## config.mk

```make
export PLATFORM = sky130hd
export DESIGN_NAME = wshb_rr_arbiter
export DESIGN_NICKNAME = d
export VERILOG_FILES = /design/src/rtl/wshb_arb_pkg.sv /design/src/rtl/wshb_quantum_cnt.sv /design/src/rtl/wshb_rr_arbiter.sv
export SDC_FILE = /design/constraint.sdc
export NUM_CORES = 1
export LEC_CHECK = 0
export CORE_AREA = 2 2 129 131
export DETAILED_ROUTE_END_ITERATION = 10
export DIE_AREA = 0 0 131 133
export GPL_TIMING_DRIVEN = 0
export PLACE_DENSITY = 0.6
export SLEW_MARGIN = 20
export SYNTH_ARGS = -nofsm -noshare
export SYNTH_HDL_FRONTEND = slang
export SYNTH_HIERARCHICAL = 1
export SYNTH_SLANG_ARGS = --single-unit
```

## constraint.sdc

```tcl
create_clock -name sys_clk -period 4.6 [get_ports sys_clk]
set_clock_uncertainty 0.2 [all_clocks]
set_input_delay 1.15 -clock sys_clk [delete_from_list [all_inputs] [get_ports sys_clk]]
set_output_delay 1.15 -clock sys_clk [all_outputs]
set_load 0.01 [all_outputs]
```

## src/rtl/wshb_arb_pkg.sv

```systemverilog
// rtl/wshb_arb_pkg.sv - shared types and constants for the two-master Wishbone round-robin arbiter
package wshb_arb_pkg;

    typedef enum logic [1:0] {
        IDLE     = 2'd0,
        GNT_VGA  = 2'd1,
        GNT_MIRE = 2'd2
    } arb_state_t;

    typedef enum logic {
        M_VGA  = 1'b0,
        M_MIRE = 1'b1
    } master_t;

    // Wishbone registered-feedback cycle type identifiers
    localparam logic [2:0] CTI_CLASSIC = 3'b000;
    localparam logic [2:0] CTI_INCR    = 3'b010;
    localparam logic [2:0] CTI_EOB     = 3'b111;

    localparam int CNT_W  = 16;
    localparam int ADR_W  = 32;
    localparam int DATA_W = 32;
    localparam int SEL_W  = 4;

endpackage

```

## src/rtl/wshb_quantum_cnt.sv

```systemverilog
// rtl/wshb_quantum_cnt.sv - saturating per-tenure termination counter with quantum expiry flag
module wshb_quantum_cnt
    import wshb_arb_pkg::*;
#(
    parameter int W = CNT_W
) (
    input  logic         i_clk,
    input  logic         i_rst,
    input  logic         i_clear,
    input  logic         i_inc,
    input  logic [W-1:0] i_quantum,
    output logic         o_expired
);

    localparam logic [W-1:0] ONE = {{(W-1){1'b0}}, 1'b1};

    logic [W-1:0] r_cnt;
    logic [W-1:0] w_q_eff;

    // A quantum of zero would never let the owner finish a transaction, so it behaves as one
    assign w_q_eff = (i_quantum == '0) ? ONE : i_quantum;

    // Count terminations in the current tenure, stopping at the quantum
    always_ff @(posedge i_clk) begin
        if (i_rst || i_clear) begin
            r_cnt <= '0;
        end else if (i_inc && (r_cnt < w_q_eff)) begin
            r_cnt <= r_cnt + ONE;
        end
    end

    // Expired means the termination currently on the bus is the last one this tenure may take
    assign o_expired = (r_cnt >= (w_q_eff - ONE));

endmodule

```

## src/rtl/wshb_rr_arbiter.sv

```systemverilog
// rtl/wshb_rr_arbiter.sv - round-robin Wishbone arbiter sharing the SDRAM port between VGA and mire
module wshb_rr_arbiter
    import wshb_arb_pkg::*;
#(
    parameter int VGA_QUANTUM  = 64,
    parameter int MIRE_QUANTUM = 16
) (
    input  logic              sys_clk,
    input  logic              sys_rst,
    // master 0: VGA frame reader
    input  logic              i_vga_cyc,
    input  logic              i_vga_stb,
    input  logic              i_vga_we,
    input  logic [ADR_W-1:0]  i_vga_adr,
    input  logic [DATA_W-1:0] i_vga_dat_ms,
    input  logic [SEL_W-1:0]  i_vga_sel,
    input  logic [2:0]        i_vga_cti,
    input  logic [1:0]        i_vga_bte,
    output logic              o_vga_ack,
    output logic              o_vga_err,
    output logic              o_vga_rty,
    output logic [DATA_W-1:0] o_vga_dat_sm,
    // master 1: mire pattern writer
    input  logic              i_mire_cyc,
    input  logic              i_mire_stb,
    input  logic              i_mire_we,
    input  logic [ADR_W-1:0]  i_mire_adr,
    input  logic [DATA_W-1:0] i_mire_dat_ms,
    input  logic [SEL_W-1:0]  i_mire_sel,
    input  logic [2:0]        i_mire_cti,
    input  logic [1:0]        i_mire_bte,
    output logic              o_mire_ack,
    output logic              o_mire_err,
    output logic              o_mire_rty,
    output logic [DATA_W-1:0] o_mire_dat_sm,
    // shared bus toward SDRAM
    output logic              o_m_cyc,
    output logic              o_m_stb,
    output logic              o_m_we,
    output logic [ADR_W-1:0]  o_m_adr,
    output logic [DATA_W-1:0] o_m_dat_ms,
    output logic [SEL_W-1:0]  o_m_sel,
    output logic [2:0]        o_m_cti,
    output logic [1:0]        o_m_bte,
    input  logic              i_m_ack,
    input  logic              i_m_err,
    input  logic              i_m_rty,
    input  logic [DATA_W-1:0] i_m_dat_sm
);

    localparam logic [CNT_W-1:0] VGA_Q  = CNT_W'(VGA_QUANTUM);
    localparam logic [CNT_W-1:0] MIRE_Q = CNT_W'(MIRE_QUANTUM);

    arb_state_t       r_state;
    arb_state_t       w_next_state;
    master_t          r_last;
    master_t          w_next_last;
    logic             w_gnt_vga;
    logic             w_gnt_mire;
    logic             w_term;
    logic             w_clear;
    logic             w_expired;
    logic [CNT_W-1:0] w_quantum;

    assign w_gnt_vga  = (r_state == GNT_VGA);
    assign w_gnt_mire = (r_state == GNT_MIRE);

    // Forward the owner's request signals; the bus is fully quiet when nobody owns it
    always_comb begin
        o_m_cyc    = 1'b0;
        o_m_stb    = 1'b0;
        o_m_we     = 1'b0;
        o_m_adr    = '0;
        o_m_dat_ms = '0;
        o_m_sel    = '0;
        o_m_cti    = '0;
        o_m_bte    = '0;
        if (w_gnt_vga) begin
            o_m_cyc    = i_vga_cyc;
            o_m_stb    = i_vga_stb;
            o_m_we     = i_vga_we;
            o_m_adr    = i_vga_adr;
            o_m_dat_ms = i_vga_dat_ms;
            o_m_sel    = i_vga_sel;
            o_m_cti    = i_vga_cti;
            o_m_bte    = i_vga_bte;
        end else if (w_gnt_mire) begin
            o_m_cyc    = i_mire_cyc;
            o_m_stb    = i_mire_stb;
            o_m_we     = i_mire_we;
            o_m_adr    = i_mire_adr;
            o_m_dat_ms = i_mire_dat_ms;
            o_m_sel    = i_mire_sel;
            o_m_cti    = i_mire_cti;
            o_m_bte    = i_mire_bte;
        end
    end

    // Responses go only to the owner; read data is harmless to broadcast
    assign o_vga_ack     = w_gnt_vga  & i_m_ack;
    assign o_vga_err     = w_gnt_vga  & i_m_err;
    assign o_vga_rty     = w_gnt_vga  & i_m_rty;
    assign o_mire_ack    = w_gnt_mire & i_m_ack;
    assign o_mire_err    = w_gnt_mire & i_m_err;
    assign o_mire_rty    = w_gnt_mire & i_m_rty;
    assign o_vga_dat_sm  = i_m_dat_sm;
    assign o_mire_dat_sm = i_m_dat_sm;

    // Any slave response to an active strobe ends one transaction (or one burst beat)
    assign w_term    = o_m_stb & (i_m_ack | i_m_err | i_m_rty);
    assign w_quantum = w_gnt_mire ? MIRE_Q : VGA_Q;

    // One counter serves whichever master owns the bus; it restarts on every grant
    wshb_quantum_cnt #(
        .W (CNT_W)
    ) u_quantum_cnt (
        .i_clk     (sys_clk),
        .i_rst     (sys_rst),
        .i_clear   (w_clear),
        .i_inc     (w_term),
        .i_quantum (w_quantum),
        .o_expired (w_expired)
    );

    // Arbitration state and round-robin history registers
    always_ff @(posedge sys_clk) begin
        if (sys_rst) begin
            r_state <= IDLE;
            r_last  <= M_MIRE;
        end else begin
            r_state <= w_next_state;
            r_last  <= w_next_last;
        end
    end

    // Grant selection from IDLE and release decisions while a master owns the bus
    always_comb begin
        w_next_state = r_state;
        w_next_last  = r_last;
        w_clear      = 1'b0;
        case (r_state)
            IDLE: begin
                // The master that did not go last gets first pick
                if (r_last == M_MIRE) begin
                    if (i_vga_cyc) begin
                        w_next_state = GNT_VGA;
                        w_next_last  = M_VGA;
                        w_clear      = 1'b1;
                    end else if (i_mire_cyc) begin
                        w_next_state = GNT_MIRE;
                        w_next_last  = M_MIRE;
                        w_clear      = 1'b1;
                    end
                end else begin
                    if (i_mire_cyc) begin
                        w_next_state = GNT_MIRE;
                        w_next_last  = M_MIRE;
                        w_clear      = 1'b1;
                    end else if (i_vga_cyc) begin
                        w_next_state = GNT_VGA;
                        w_next_last  = M_VGA;
                        w_clear      = 1'b1;
                    end
                end
            end
            GNT_VGA: begin
                // Preempt only between transactions, never inside an incrementing burst
                if (!i_vga_cyc ||
                    (w_term && w_expired && (i_vga_cti != CTI_INCR) && i_mire_cyc)) begin
                    w_next_state = IDLE;
                end
            end
            GNT_MIRE: begin
                if (!i_mire_cyc ||
                    (w_term && w_expired && (i_mire_cti != CTI_INCR) && i_vga_cyc)) begin
                    w_next_state = IDLE;
                end
            end
            default: begin
                w_next_state = IDLE;
            end
        endcase
    end

endmodule
```

==> insert_results.sql, run 1 <==
INSERT INTO impl_metrics (metric_group, metric, value, unit) VALUES
('logic_synthesis', 'postSynthCellCount', '432', ''),
('final_layout', 'area.growth.synth_to_final', '103.9', '%'),
('global_routing', 'grt.overflow.total', '0', ''),
('run_status', 'status', 'complete, no violations', ''),
('drt', 'remaining_drc_errors', '0', ''),
('floorplanning', 'die-area', '0.01742', 'sq mm'),
('final_layout', 'nNetsFinal', '1005', ''),
('logic_synthesis', 'synth_enable_flop_cells', '0', ''),
('power', 'report.power.total', '1223', 'uW'),
('cts', 'clock_tree.buffer_depth', '2', ''),
('floorplanning', 'dieHeight', '133', 'um'),
('final_layout', 'finalInstanceArea', '0.007022', 'sq mm'),
('worst_setup_path', 'critical_path.reg2reg.startpoint', 'r_state[1]', ''),
('floorplanning', 'rows', '47', ''),
('global_routing', 'first_global_vias', '4160', ''),
('worst_setup_path', 'crit_fanout', '15', ''),
('drt', 'routedWlPerCell', '19.24', 'um'),
('cts', 'cts_made_buffers', '3', ''),
('hold_path', 'min-delay-path-class', 'reg2reg', ''),
('cts', 'clock_latency', '0.25', 'ns'),
('place', 'placedInstanceArea', '0.006907', 'sq mm'),
('drt', 'drt-initial-drc-count', '215', ''),
('timing', 'tightest_slew', '0.5906', 'ns'),
('logic_synthesis', 'ys_seq_area_share', '11.05', '%'),
('logic_synthesis', 'share_of_synthesized_registers_carrying_an_async_set_or_reset', '0', '%'),
('timing', 'final_period_minus_worst_setup_slack', '4.188', 'ns'),
('run', 'maxCapViolations', '0', ''),
('logic_synthesis', 'yosysMostFrequentCell', 'sky130_fd_sc_hd__a22o_1', ''),
('timing', 'report.final.setup_viol', '0', ''),
('drt', 'wirelength', '19310', 'um'),
('cts', 'cts.repair_timing.setup_buffer_count', '0', ''),
('place', 'globalplace.congestion', '0.8647', ''),
('final_layout', 'stdcell_count', '1004', ''),
('worst_setup_path', 'crit_path_end_kind', 'flip-flop', ''),
('logic_synthesis', 'mean_cell_area_of_the_mapped_netlist', '7.971', 'sq um'),
('timing', 'achievable-frequency', '238.8', 'MHz'),
('place', 'hpwl', '16570', 'um'),
('drt', 'ant_nets', '0', ''),
('place', 'number_of_i_o_port_buffers', '302', ''),
('floorplanning', 'initial_utilization', '21.29', '%'),
('final_layout', 'drive_gt1_share', '13.96', '%'),
('logic_synthesis', 'share_of_the_synthesized_area_in_the_top_cell_type', '18.82', '%'),
('cts', 'cts_tree', 'yes', ''),
('power', 'cellPowerDensity', '174.2', 'mW/mm^2'),
('timing', 'timing.final.max_slew_violations', '0', ''),
('global_routing', 'overall_track_demand_over_capacity_in_global_routing', '20.08', '%'),
('cts', 'tritoncts_num_sinks', '19', ''),
('logic_synthesis', 'yosys-top-cells-count', 'sky130_fd_sc_hd__a22o_1, sky130_fd_sc_hd__buf_4, sky130_fd_sc_hd__ha_1, sky130_fd_sc_hd__a21oi_1, sky130_fd_sc_hd__inv_1', ''),
('global_routing', 'grt_first_pass_wirelength', '26250', 'um'),
('logic_synthesis', 'synth.area.top_cells', 'sky130_fd_sc_hd__a22o_1, sky130_fd_sc_hd__buf_4, sky130_fd_sc_hd__ha_1', ''),
('final_layout', 'multiInputGateArea', '0.002537', 'sq mm'),
('timing', 'grt_setup_unrepaired', 'false', ''),
('timing', 'final-hold-violation-count', '0', ''),
('global_routing', 'grt_antenna_before_repair', '8', ''),
('final_layout', 'nFillCells', '1626', ''),
('drt', 'vias_per_cell', '4.461', ''),
('place', 'place_inst', '998', ''),
('cts', 'clk_pin_slew', '0.05', 'ns'),
('logic_synthesis', 'post-synth-top-area-cell', 'sky130_fd_sc_hd__a22o_1', ''),
('worst_setup_path', 'cp_data_arrival_time', '4.14', 'ns'),
('global_routing', 'grt_max_degree', '30', ''),
('cts', 'cts_max_level', '1', ''),
('final_layout', 'sequential_cell_area', '382.9', 'sq um'),
('logic_synthesis', 'dominantRegCellSynth', 'sky130_fd_sc_hd__dfxtp_1', ''),
('timing', 'fin_hold_ws', '0.3196', 'ns'),
('logic_synthesis', 'synth_warnings', '6', ''),
('drt', 'dr_total_vias', '4479', ''),
('cts', 'clock-root-buffer', 'sky130_fd_sc_hd__clkbuf_16', ''),
('logic_synthesis', 'synthesis.area', '0.003443', 'sq mm'),
('floorplanning', 'floorplan.io_pins', '335', ''),
('timing', 'relative_slew_slack', '60.63', '%');
[cells in the final DEF, fill, tap and decap left out, drive strengths merged, types with 2 or more instances in the layout]
cell	count
or3	6
clkbuf	10
and2	8
a21oi	22
o311ai	4
xnor2	10
o41ai	4
nand4	12
o21a	3
inv	21
nand2b	2
a21o	7
dfxtp	19
o21ai	3
ha	34
o31ai	12
nand2	15
nand3	14
nor3	6
a22o	74
conb	45
a2111oi	2
nand3b	2
o211ai	4
and3	4
clkdlybuf4s50	302
buf	85
nor4	3
nor2b	3
diode	3
nor2	14
or4	12
[state kept, by name, summed over array words and instances (netlist names)]
name,flops
r_state,2
u_quantum_cnt/r_cnt,16
r_last,1
[what timing repair did]
item                       4_1_cts  5_1_grt
gates cloned                     0        1
hold buffers                     0        0
resized for setup                1       10
hold endpoints to repair         0        0
setup endpoints to repair        2        2
[metal layers]
metal	track usage, %	routed length [um]	vias up
met3	6.470	2127	16
met1	26.89	8007	2030
met2	32.79	8990	172
li1	-	-	2253
met5	0	46	-
met4	1.478	141	8
[cell type report]
class,instances,area share (%)
antenna,3,0.1069
buffer,90,8.981
clock buffer,4,1.123
inverter,21,1.123
multi-input combinational,344,36.14
sequential,19,5.453
tap,220,3.920
timing repair buffer,303,43.16
[power by group]
part	internal (uW)	switching, uW
clock network	118	61.8
registers	170	7.02
logic	507	359
[per-stage QoR]
step / util (%) / setup slack [ns]
after global placement: 42.71 / -0.3120
after detailed placement: 42.71 / -0.2997
after CTS: 43.14 / 0.04837
final: 43.42 / 0.4120
after floorplan: - / 0.5314
after global routing: 43.37 / 0.04598
[logic make-up after synthesis]
group,count (synthesis),share of synthesized area [%]
buf+inv,113,20.78
mux,1,0.2907
flops,19,11.05
compound gates,147,34.59
other cells,1,0.1089
fa+ha+maj,34,12.35
xor+xnor,10,2.543
simple gates,107,18.28
[critical path, stage by stage, from the launching register on]
cell,delay (ns)
sky130_fd_sc_hd__dfxtp_2,0.37
sky130_fd_sc_hd__nor2b_4,0.19
sky130_fd_sc_hd__clkbuf_8,0.22
sky130_fd_sc_hd__inv_1,0.09
sky130_fd_sc_hd__or4_4,0.52
sky130_fd_sc_hd__nor2_4,0.15
sky130_fd_sc_hd__a21oi_1,0.13
sky130_fd_sc_hd__ha_1,0.24
sky130_fd_sc_hd__nand3_2,0.13
sky130_fd_sc_hd__nor2_2,0.09
sky130_fd_sc_hd__nand3_1,0.10
sky130_fd_sc_hd__xnor2_1,0.12
sky130_fd_sc_hd__ha_1,0.26
sky130_fd_sc_hd__nand4_1,0.12
sky130_fd_sc_hd__nor2_1,0.07
sky130_fd_sc_hd__a221oi_1,0.24
sky130_fd_sc_hd__o21a_1,0.15
sky130_fd_sc_hd__o21ai_1,0.08
sky130_fd_sc_hd__inv_1,0.09
sky130_fd_sc_hd__a211oi_1,0.06
sky130_fd_sc_hd__o221a_1,0.27
sky130_fd_sc_hd__o31ai_2,0.18
[final timing paths]
path	endpoint	slack (ns)	depth (start not counted)
worst max register to register	r_state[1]	0.41	21
worst min register to register	u_quantum_cnt/r_cnt[0]	0.32	2
worst max-delay path	r_state[1]	0.41	21
worst min-delay path	u_quantum_cnt/r_cnt[0]	0.32	2
(Power assumes the default switching activity.)
==> run 2, diff against run 1 <==
==> constraint.sdc (replaced) <==
create_clock -name sys_clk -period 5 [get_ports sys_clk]
set_clock_uncertainty 0.2 [all_clocks]
set_input_delay 1.25 -clock sys_clk [delete_from_list [all_inputs] [get_ports sys_clk]]
set_output_delay 1.25 -clock sys_clk [all_outputs]
set_load 0.01 [all_outputs]
==> insert_results.sql, run 2 (same netlist as run 1, synthesis figures left out) <==
INSERT INTO impl_metrics (metric_group, metric, value, unit) VALUES
('run_status', 'status', 'complete, no violations', ''),
('final_layout', 'largest_reg_flops', '16', ''),
('drt', 'ant_nets', '0', ''),
('global_routing', 'overall_track_demand_over_capacity_in_global_routing', '20.17', '%'),
('place', 'hpwl', '16570', 'um'),
('worst_setup_path', 'crit_path_cell_trace', 'nor2b_1 -> buf_4 -> buf_8 -> inv_1 -> or4_4 -> nor2_4 -> a21oi_1 -> ha_1 -> nand3_2 -> nor2_1 -> nand3_1 -> xnor2_1 -> ha_1 -> nand4_1 -> nor2_1 -> o2111ai_1 -> o21ai_0 -> inv_1 -> a211oi_1 -> o221a_1 -> o21ai_0', ''),
('cts', 'clock_latency', '0.25', 'ns'),
('place', 'number_of_i_o_port_buffers', '302', ''),
('worst_setup_path', 'crit_path_end_kind', 'flip-flop', ''),
('power', 'total_leakage_power', '0.002914', 'uW'),
('power', 'cellPowerDensity', '159.8', 'mW/mm^2'),
('worst_setup_path', 'endpoint', 'r_state[0]', ''),
('cts', 'cts_made_buffers', '3', ''),
('drt', 'drt-initial-drc-count', '193', ''),
('worst_setup_path', 'setup.reg_to_reg.worst_slack', '0.47', 'ns'),
('place', 'globalplace.congestion', '0.8647', ''),
('drt', 'vias_per_cell', '4.502', ''),
('timing', 'report.final.setup_viol', '0', ''),
('worst_setup_path', 'crit_path_start', 'r_state[0]', ''),
('run', 'maxCapViolations', '0', ''),
('cts', 'cts_tree', 'yes', ''),
('worst_setup_path', 'critical_path.reg2reg.startpoint', 'r_state[0]', ''),
('global_routing', 'grt.overflow.total', '0', ''),
('timing', 'grt_setup_unrepaired', 'false', ''),
('drt', 'wirelength', '19230', 'um'),
('timing', 'final-hold-violation-count', '0', ''),
('worst_setup_path', 'startpoint_class_of_the_critical_path', 'flip-flop', ''),
('floorplanning', 'die-area', '0.01742', 'sq mm'),
('global_routing', 'globalRouteMet3Util', '6.470', '%'),
('drt', 'routedWlPerCell', '19.16', 'um'),
('global_routing', 'grt_antenna_before_repair', '8', ''),
('hold_path', 'min_from', 'u_quantum_cnt/r_cnt[15]', ''),
('worst_setup_path', 'cp_data_arrival_time', '4.45', 'ns'),
('cts', 'clock_tree.buffer_depth', '2', ''),
('timing', 'finalSetupTns', '0', 'ns'),
('timing', 'timing.final.max_slew_violations', '0', ''),
('final_layout', 'postLayoutCoreUtil', '43.32', '%'),
('global_routing', 'first_global_vias', '4176', ''),
('final_layout', 'drive_gt1_share', '13.32', '%'),
('power', 'switchingPower', '390.2', 'uW'),
('power', 'power.share.sequential', '14.4', '%'),
('place', 'placedInstanceArea', '0.006907', 'sq mm'),
('final_layout', 'reg.largest.list', 'u_quantum_cnt/r_cnt x16, r_state x2, r_last x1', ''),
('worst_setup_path', 'crit-reg2reg-capture', 'r_state[0]', ''),
('timing', 'relative_slew_slack', '63.42', '%'),
('worst_setup_path', 'worst-r2r-cell-count', '21', ''),
('drt', 'dr_total_vias', '4520', ''),
('drt', 'remaining_drc_errors', '0', ''),
('global_routing', 'grt_first_pass_wirelength', '26350', 'um'),
('global_routing', 'grtUsageMet2', '32.99', '%'),
('timing', 'tightest_slew', '0.5487', 'ns'),
('floorplanning', 'dieHeight', '133', 'um'),
('cts', 'cts.hold.buffers_added', '0', ''),
('power', 'clockPowerShare', '14.7', '%'),
('floorplanning', 'floorplan.io_pins', '335', ''),
('worst_setup_path', 'worst_path_cell_with_the_longest_stage_delay', 'sky130_fd_sc_hd__dfxtp_1', ''),
('floorplanning', 'rows', '47', ''),
('cts', 'tritoncts_num_sinks', '19', ''),
('floorplanning', 'chipWidth', '131', 'um'),
('worst_setup_path', 'critPathRequiredTime', '4.92', 'ns'),
('worst_setup_path', 'critPathMaxStageDelay', '0.45', 'ns'),
('final_layout', 'registers.top_by_ff_count', 'u_quantum_cnt/r_cnt', ''),
('timing', 'final_period_minus_worst_setup_slack', '4.533', 'ns'),
('cts', 'post_cts_resize_count', '0', ''),
('cts', 'clk_pin_slew', '0.05', 'ns'),
('final_layout', 'area.growth.synth_to_final', '103.5', '%'),
('global_routing', 'grt_max_degree', '13', ''),
('floorplanning', 'placeableCoreArea', '0.01617', 'sq mm'),
('power', 'switching_share', '34.84', '%'),
('cts', 'clock-root-buffer', 'sky130_fd_sc_hd__clkbuf_16', ''),
('final_layout', 'nNetsFinal', '1005', ''),
('cts', 'cts.repair_timing.setup_buffer_count', '0', ''),
('floorplanning', 'initial_utilization', '21.29', '%'),
('global_routing', 'global_route.usage.met1', '26.86', '%'),
('worst_setup_path', 'critPathKind', 'reg2reg', ''),
('timing', 'timing.final.crit_share', '90.66', '%'),
('timing', 'achievable-frequency', '220.6', 'MHz'),
('hold_path', 'min-delay-path-class', 'reg2reg', ''),
('global_routing', 'top_usage_layer', 'met2', ''),
('final_layout', 'finalInstanceArea', '0.007005', 'sq mm'),
('power', 'peakVddDrop', '0.0001102', 'V'),
('worst_setup_path', 'crit_fanout', '21', ''),
('final_layout', 'layout_commonest_cell', 'sky130_fd_sc_hd__clkdlybuf4s50_1', ''),
('drt', 'tritonroute_pass_1_iters', '4', ''),
('power', 'comb_power_share', '70.9', '%'),
('cts', 'cts_max_level', '1', ''),
('final_layout', 'layout_common_cells', 'sky130_fd_sc_hd__clkdlybuf4s50_1, sky130_fd_sc_hd__a22o_1, sky130_fd_sc_hd__buf_4', ''),
('power', 'internal_power', '729.6', 'uW');
==> run 2: cell types whose count changed in the layout (fill, tap and decap cells not counted), sizes merged <==
cell / before / now
buf: 85 / 87
clkbuf: 10 / 8
==> run 2: per-layer routing <==
layer | routed length (um) | vias up
met5 | 46 | -
met2 | 8945 | 175
li1 | - | 2248
met1 | 8254 | 2071
met3 | 1816 | 18
met4 | 169 | 8
==> run 2: worst min-delay path by stage <==
stage | slack [ns] | cells after the start | endpoint
6_report | 0.32 | 2 | u_quantum_cnt/r_cnt[15]
2_1_floorplan | 0.27 | 2 | u_quantum_cnt/r_cnt[15]
5_1_grt | 0.36 | 2 | u_quantum_cnt/r_cnt[10]
3_5_place_dp | 0.31 | 2 | u_quantum_cnt/r_cnt[0]
4_1_cts | 0.32 | 2 | u_quantum_cnt/r_cnt[0]
3_3_place_gp | 0.31 | 2 | u_quantum_cnt/r_cnt[0]
==> run 2: power groups by stage <==
stage	Sequential, uW	Combinational [uW]	Clock, uW
after floorplan	163	331	0
after global placement	165	791	0
after detailed placement	165	788	0
after CTS	162	794	170
after global routing	162	838	178
final	161	794	165
==> run 2: final cells by class <==
class | count | area [sq um]
Timing Repair Buffer | 302 | 3023
Sequential cell | 19 | 380.4
Clock buffer | 4 | 78.83
Inverter | 21 | 78.83
Buffer | 91 | 639.4
Tap cell | 220 | 275.3
Fill cell | 1627 | 9166
Multi-Input combinational cell | 344 | 2522
Antenna cell | 3 | 7.507
==> run 2: worst max-delay path: cells and delay by family, from the launching register on <==
kind / cells / cell delay, ns
flops: 1 / 0.45
simple gates: 8 / 1.17
xor+xnor: 1 / 0.15
buf+inv: 4 / 0.55
fa+ha+maj: 2 / 0.56
compound gates: 6 / 1.32
==> run 2: metrics by stage <==
stage | setup slack [ns] | total power (uW) | cells | hold slack (ns)
5_1_grt | 0.03389 | 1178 | 1001 | 0.3578
2_1_floorplan | 0.9314 | 493.8 | 476 | 0.2687
6_report | 0.4671 | 1120 | 1004 | 0.3249
4_1_cts | 0.08419 | 1126 | 1002 | 0.3163
3_3_place_gp | 0.08798 | 955.7 | 998 | 0.3062
3_5_place_dp | 0.1003 | 952.6 | 998 | 0.3089
==> run 3, diff against run 2 <==
--- a/config.mk
+++ b/config.mk
@@ -5,12 +5,13 @@
 export SDC_FILE = /design/constraint.sdc
 export NUM_CORES = 1
 export LEC_CHECK = 0
+export CAP_MARGIN = 20
 export CORE_AREA = 2 2 129 131
 export DETAILED_ROUTE_END_ITERATION = 10
 export DIE_AREA = 0 0 131 133
 export GPL_TIMING_DRIVEN = 0
 export PLACE_DENSITY = 0.6
-export SLEW_MARGIN = 20
+export SLEW_MARGIN = 10
 export SYNTH_ARGS = -nofsm -noshare
 export SYNTH_HDL_FRONTEND = slang
 export SYNTH_HIERARCHICAL = 1
==> results of run 3 <==
Same layout as run 2: the final DEF is identical, and so are final timing and power.
